[src/rtl/systolic_feeder.sv]
// Operand feeder for the edge of the systolic MAC array: buffers N A-row and
// N B-column streams, replays them with diagonal skew, then waits for the result.
module systolic_feeder #(
  parameter int N       = 2,
  parameter int K       = 4,
  parameter int DW      = 8,
  parameter int TIMEOUT = 64,
  localparam int LW     = (N > 1) ? $clog2(N) : 1,
  localparam int AW     = (K > 1) ? $clog2(K) : 1
) (
  input  logic            clk,
  input  logic            reset,
  input  logic            wr_en,
  input  logic            wr_sel,
  input  logic [LW-1:0]   wr_lane,
  input  logic [AW-1:0]   wr_addr,
  input  logic [DW-1:0]   wr_data,
  input  logic            start,
  input  logic            res_valid,
  output logic [N*DW-1:0] a_out,
  output logic [N*DW-1:0] b_out,
  output logic [N-1:0]    a_valid,
  output logic [N-1:0]    b_valid,
  output logic            busy,
  output logic            done,
  output logic            timeout
);

  localparam int L  = K + N - 1;
  localparam int CW = $clog2(L + 1);
  localparam int TW = $clog2(TIMEOUT + 1);
  localparam logic [CW-1:0] T_LAST  = CW'(L - 1);
  localparam logic [TW-1:0] TO_LAST = TW'(TIMEOUT - 1);
  localparam logic [LW:0]   N_LIM   = (LW + 1)'(N);
  localparam logic [AW:0]   K_LIM   = (AW + 1)'(K);

  typedef enum logic [1:0] {S_IDLE, S_STREAM, S_WAIT, S_DONE} state_t;

  state_t          state, state_nx;
  logic [CW-1:0]   t;
  logic [TW-1:0]   wait_cnt;
  logic            res_seen;
  logic            expire;
  logic            wr_ok;
  logic [N*DW-1:0] a_nx, b_nx;
  logic [N-1:0]    v_nx;

  logic [DW-1:0] buf_a [N][K];
  logic [DW-1:0] buf_b [N][K];

  assign busy  = (state != S_IDLE);
  assign done  = (state == S_DONE);
  assign wr_ok = wr_en && (state == S_IDLE) &&
                 ({1'b0, wr_lane} < N_LIM) && ({1'b0, wr_addr} < K_LIM);
  assign expire = (state == S_WAIT) && !(res_seen || res_valid) &&
                  (wait_cnt == TO_LAST);

  // Operand storage is deliberately not reset; contents persist across jobs.
  always_ff @(posedge clk) begin
    if (wr_ok) begin
      if (wr_sel) buf_b[wr_lane][wr_addr] <= wr_data;
      else        buf_a[wr_lane][wr_addr] <= wr_data;
    end
  end

  always_ff @(posedge clk or negedge reset) begin
    if (!reset) state <= S_IDLE;
    else        state <= state_nx;
  end

  always_comb begin
    state_nx = state;
    case (state)
      S_IDLE:   if (start) state_nx = S_STREAM;
      S_STREAM: if (t == T_LAST) state_nx = S_WAIT;
      S_WAIT:   if (res_seen || res_valid || expire) state_nx = S_DONE;
      S_DONE:   state_nx = S_IDLE;
      default:  state_nx = S_IDLE;
    endcase
  end

  // Lane i lags lane 0 by i cycles; A and B share the same skew.
  always_comb begin
    a_nx = '0;
    b_nx = '0;
    v_nx = '0;
    for (int i = 0; i < N; i++) begin
      int e;
      e = int'(t) - i;
      if (e >= 0 && e < K) begin
        a_nx[i*DW +: DW] = buf_a[i][e[AW-1:0]];
        b_nx[i*DW +: DW] = buf_b[i][e[AW-1:0]];
        v_nx[i]          = 1'b1;
      end
    end
  end

  always_ff @(posedge clk or negedge reset) begin
    if (!reset) begin
      t        <= '0;
      wait_cnt <= '0;
      res_seen <= 1'b0;
      timeout  <= 1'b0;
      a_out    <= '0;
      b_out    <= '0;
      a_valid  <= '0;
      b_valid  <= '0;
    end else begin
      a_out   <= '0;
      b_out   <= '0;
      a_valid <= '0;
      b_valid <= '0;
      case (state)
        S_IDLE: begin
          if (start) begin
            t        <= '0;
            wait_cnt <= '0;
            res_seen <= 1'b0;
            timeout  <= 1'b0;
          end
        end
        S_STREAM: begin
          a_out   <= a_nx;
          b_out   <= b_nx;
          a_valid <= v_nx;
          b_valid <= v_nx;
          t       <= t + CW'(1);
          if (res_valid) res_seen <= 1'b1;
        end
        S_WAIT: begin
          wait_cnt <= wait_cnt + TW'(1);
          if (expire) timeout <= 1'b1;
        end
        default: ;
      endcase
    end
  end

endmodule

[config.mk]
export PLATFORM = sky130hd
export DESIGN_NAME = systolic_feeder
export DESIGN_NICKNAME = d
export VERILOG_FILES = /design/src/rtl/systolic_feeder.sv
export SDC_FILE = /design/constraint.sdc
export NUM_CORES = 1
export LEC_CHECK = 0
export CAP_MARGIN = 10
export CORE_MARGIN = 2
export CORE_UTILIZATION = 25
export CTS_BUF_LIST = sky130_fd_sc_hd__clkbuf_4
export CTS_CLUSTER_SIZE = 8
export DETAILED_ROUTE_END_ITERATION = 10
export DONT_BUFFER_PORTS = 1
export GPL_TIMING_DRIVEN = 0
export PLACE_DENSITY = 0.44
export SLEW_MARGIN = 30
export SYNTH_ARGS = -nofsm -noshare
export SYNTH_HDL_FRONTEND = slang
export SYNTH_SLANG_ARGS = --single-unit
[constraint.sdc]
create_clock -name clk -period 2.7 [get_ports clk]
set_input_delay 0.405 -clock clk [delete_from_list [all_inputs] [get_ports clk]]
set_output_delay 0.405 -clock clk [all_outputs]
set_load 0.005 [all_outputs]
-- Word level (Yosys, flattened, before mapping)
Memories as Yosys holds them, arrays and structs flattened.
Index checks and enable logic that the tools add are counted.
- output and inout port bits: 39
- bits in latches: 0
- register bits after elaboration: 48
- input bits: 17
- memories: 2
- memory bits (writable): 128
- bits in read-only memories: 0
- logic and storage cells: 94
- bitwise operators: 3
- shifts and indexed selects: 0
- eq/ne operators: 10
- $mul: 0
- add/sub/neg operators: 3
- $lt $le $gt $ge: 8
- div/mod/pow operators: 0
- reductions and logical operators: 18
- multiplexer cells: 42
- memories (name ; depth ; width ; read ports ; clocked after Yosys merged registers in ; write ports ; line ; RTL):
    buf_a ; 2 ; 32 ; 2 ; 0 ; 1 ; 48 ; logic [DW-1:0] buf_a [N][K];
    buf_b ; 2 ; 32 ; 2 ; 0 ; 1 ; 49 ; logic [DW-1:0] buf_b [N][K];
- operators with widths (kind ; number):
    8-bit 2-to-1 mux ; 13
    8-bit binary-select mux with 2-bit select ; 4
    32-bit 2-to-1 mux ; 2
    16-bit 2-to-1 mux ; 2
    8-bit demux with 2-bit select ; 1
    7-bit case mux with 2 select lines ; 1
    3-bit >= comparator, second input constant ; 3
    1-bit 2-to-1 mux ; 9
    2-bit NOT with 3-bit output ; 3
    3-bit AND reduction ; 3
    2-bit 2-to-1 mux ; 4
    2-bit != test, second input constant ; 4
    2-bit case mux with 4 select lines ; 1
    7-bit by 1-bit adder with 7-bit output, second input constant ; 1
    7-bit by 6-bit equality test with 1-bit output, second input constant ; 1
    7-bit 2-to-1 mux ; 1
    1-bit logical AND ; 6
    3-bit case mux with 2 select lines ; 1
    2-bit nonzero test ; 3
    2-bit equality test, second input constant ; 2
    4-bit by 1-bit >= comparator with 1-bit output, second input constant ; 1
    4-bit less-than comparator, second input constant ; 1
    1-bit case mux with 2 select lines ; 2
    2-bit AND reduction ; 2
    other kinds (12) ; 13

-- Longest topological paths before layout
- depth in word-level cells: 7
- gate-level depth with buffers: 7
- depth with buffers taken out: 6

-- Least setup slack after synthesis
No wires, ideal clock.
- kind: register -> register
- start point: register state[0]
- end point: memory buf_b[0][24] in the netlist's numbering, enable pin
- arrival time: 1957 ps
- setup time: 395 ps
- cell stages (with the launch flop): 7
- setup slack: 349 ps
- path buffers: 2
- period minus slack after synthesis: 2351 ps
- data required time: 2305 ps
- cells stage by stage: dfrtp_1 -> inv_1 -> ha_1 -> buf_2 -> buf_2 -> nand3_1 -> nor4_1
- word-level cells in the longest chain between the ends: 4
- ends and longest elaborated chain (element ; line ; RTL):
    start: declaration ; 39 ; state_t state, state_nx;
    start signal: assignment ; 68 ; else state <= state_nx;
    2-bit logical NOT ; 53 ; assign wr_ok = wr_en && (state == S_IDLE) &&
    1-bit logical AND ; 53 ;
    1-bit 2-to-1 mux ; 60 ; if (wr_ok) begin
    32-bit 2-to-1 mux (implied by the code) ; 61 ; if (wr_sel) buf_b[wr_lane][wr_addr] <= wr_data;
    end: declaration ; 49 ;
No other way between the ends.

-- Worst setup path in the final report
- start point: register state[1]
- end point: memory buf_b[1][10] in the netlist's numbering, enable pin
Same word-level chain as after synthesis.

==> results.yml <==
worst_setup_path:
  startpoint_type: "flip-flop"
  endpoint_kind: "flip-flop"
  crit_path_max_fanout: 10
  path_class: "reg2reg"
  cp.buffers_inverters: 3
  max_stage_delay_ps: 720
  path_cells: "inv_1 -> ha_1 -> buf_2 -> buf_2 -> nand3_1 -> nor3_2"
  r2r_cells: 6
  cpMaxStageDelayCell: "nor3_2"
  arrival_ps: 2770
  r2r_slack_ps: 120
  r2r_end: "buf_b[1][10]"
  cpMostUsedCell: "buf_2"
  path_delay_family: "simple AND/OR/NAND/NOR gates"
  cp_data_required_time_ps: 2890
  r2r-start: "state[1]"
placed_design:
  dp_hpwl_um: 9290
  port_buffers: 0
  place.gp.congestion: 0.715
detailed_routing:
  wl_met3_um: 901
  via_per_inst: 4.25
  wl_met1_um: 6340
  wl_um: 14500
  drt_iter0_drc: 178
  drc: 0
  postRouteAntennaNets: 0
  avgRoutedWirePerCell_um: 19.2
  drtPass1Iterations: 5
  wl_met2_um: 7100
  num_vias: 3199
  dr.max_layer_used: "met5"
synth:
  synth-seq-area-share_pct: 74.0
  synth_top_area_share_pct: 56.4
  synth-xor-area-share_pct: 0.642
  synth_area_um2: 6820
  post_synth_main_area_contributors: "edfxtp_1, dfrtp_1, mux4_2"
  synth.area.mux_share_pct: 11.7
  synthAdderAreaFrac_pct: 1.65
  synth_compound_area_share_pct: 2.46
  synth_largest_area_cell: "edfxtp_1"
  synth_nets: 392
  synth_simple_gate_area_share_pct: 6.99
  synth.distinct_cells: 44
  synthCells: 366
  yosys_warnings: 0
  synth.avg_cell_area_um2: 18.6
  synth-seq-cells: 176
  synth_top_family_by_area: "multiplexers"
global_routing:
  grt_pass1_vias: 3612
  gr-total-overflow: 0
  grt_use_total_pct: 10.8
  grt_max_degree: 49
  grt_pass1_wl_um: 22200
  antenna_found_initial: 2
timing:
  skew_ps: 29.3
  final-setup-viol-count: 0
  relSlewSlack_pct: 41.0
  hold_viol: 0
  period_minus_slack_ps: 2580
  post-route-period-util_pct: 95.4
  tightest_slew_ps: 882
  report.final.slew_viol_count: 0
  rsz0062_at_grt: "yes"
  fmax_mhz: 388
clocking:
  tritoncts: "done"
  clkTransAtPathRegs_ps: 150
  post-cts-setup-buffers: 0
  cts_root_buf: "clkbuf_4"
  htreeDepth: 4
  clock-sinks: 176
  cts_max_path_buffers: 2
  cts_made_buffers: 17
  worst_skew_pair.late_latency_ps: 560
hold_path:
  min_path_cells: 3
  hp-class: "in2reg"
  hold_start: "res_valid"
  hold_end: "timeout"
cells_and_area:
  diodes: 0
  drive_above_1_share_pct: 23.8
  area_growth_pct: 13.2
  finalCoreUtilization_pct: 28.7
  fin_nets: 425
  n_fill_cell: 2682
floorplanning:
  die_y_um: 169
  initial_core_util_pct: 25.4
  die_area_um2: 28600
  boundaryPins: 56
  coreArea_um2: 26900
  die_x_um: 169
  rows: 60
power_and_ir_drop:
  vdd_drop_max_mv: 0.352
  power_uw: 6860
  cellPowerDensity_nw_per_um2: 889
  power_leakage_uw: 0.00267
status:
  status: "finished, final reports clean"
job:
  cap_violations: 0
per-stage QoR:
step	hold slack [ps]	area (um2)	worst slack (ps)	setup TNS (ps)	std cells
floorplan	109	6820	349	0	366
global placement	112	7240	-511	-11910	707
detailed placement	113	7310	109	0	710
CTS	9.23	7720	84.7	0	753
global route	24.7	7720	-61.7	-996	753
finish	82.6	7720	125	0	753
cells in the mapped netlist, drive strengths merged:
master and instances:
ha 9, and4 1, nor2 14, nand2b 1, o211ai 1, mux2 2
buf 17, a31oi 1, nand2 6, and2 17, a211oi 1, a21oi 7
dfrtp 48, o311ai 1, and3 1, nand4b 1, mux2i 4, and4b 1
a21boi 1, nor3b 2, or3 1, a32oi 2, mux4 32, nor4 2
a21o 1, clkbuf 4, nand3b 3, nand4 2, inv 9, nand3 5
xnor2 3, o21ai 9, or3b 1, xor2 2, o32a 1, nor3 5
edfxtp 128, nor2b 20
metal layers:
metal,global-route usage [%],vias up
li1,-,1466
met1,13.5,1659
met2,17.6,60
met3,4.06,12
met4,2.90,2
met5,0,-
sequential cells by signal, indices dropped and copies added (netlist names):
signal	flops
buf_a	64
buf_b	64
a_out	16
t	3
wait_cnt	7
b_valid	2
res_seen	1
timeout	1
b_out	16
state	2
how the worst max path moves through the flow:
stage	startpoint	end	slack (ps)	depth (start not counted)
finish	state[1]	buf_b[1][10]	120	6
CTS	state[1]	buf_b[1][31]	80	6
floorplan	state[0]	buf_b[0][24]	350	6
global placement	state[0]	buf_b[0][29]	-510	6
detailed placement	state[0]	buf_b[1][28]	110	6
global route	state[1]	buf_b[0][9]	-60	6
logic make-up (layout without fill, tap and decap cells):
logic type                 Yosys count  after routing
and+or+nand+nor                     83             83
muxes                               38             38
AOI/OAI and AO/OA                   25             25
buffers and inverters               30             76
DFF                                176            176
adders and majority gates            9              9
xor gates and xnor gates             5              5
placed cells by master, fill, tap and decap left out, types with 2 or more instances in the layout:
cell type        n
mux2i_1          4
mux4_2          29
nand2_1          6
inv_1            9
dlygate4sd3_1   10
buf_4            7
xor2_1           2
nor3b_2          2
ha_1             9
a21oi_1          7
nor2_1          13
buf_6            3
o21ai_0          8
nor3_2           4
inv_6            7
clkbuf_4        18
clkbuf_1         4
xnor2_1          3
dfrtp_1         48
clkinv_2         2
nand3b_1         3
edfxtp_1       128
buf_2            9
nor2b_1         19
nand4_1          2
and2_1          17
nand3_1          5
a32oi_1          2
nor4_2           2
mux2_2           2
mux4_1           3
clkinvlp_4       2
final cells by class:
cell class / count / area (um2) / area share, %
Timing Repair Buffer: 14 / 150 / 1.95
Sequential cell: 176 / 5040 / 65.4
Inverter: 9 / 33.8 / 0.438
Clock buffer: 18 / 135 / 1.75
Buffer: 21 / 144 / 1.86
Tap cell: 341 / 427 / 5.53
Clock inverter: 14 / 144 / 1.86
Multi-Input combinational cell: 160 / 1640 / 21.3
report_power, final:
group          switching [uW]  internal (uW)
clock                     969            499
combinational            1040            978
sequential                193           3180
total                    2200           4660
worst min-delay path, stage by stage:
cell and delay, ps:
nor2_1 50, nand4b_1 100, a21oi_1 60
what timing repair did:
item | in CTS | in global routing
setup endpoints to repair | 0 | 31
hold buffers | 11 | 0
gates resized for setup | 0 | 1
endpoints found under the hold margin | 177 | 0
No activity file was read; power rests on OpenSTA's default activity.
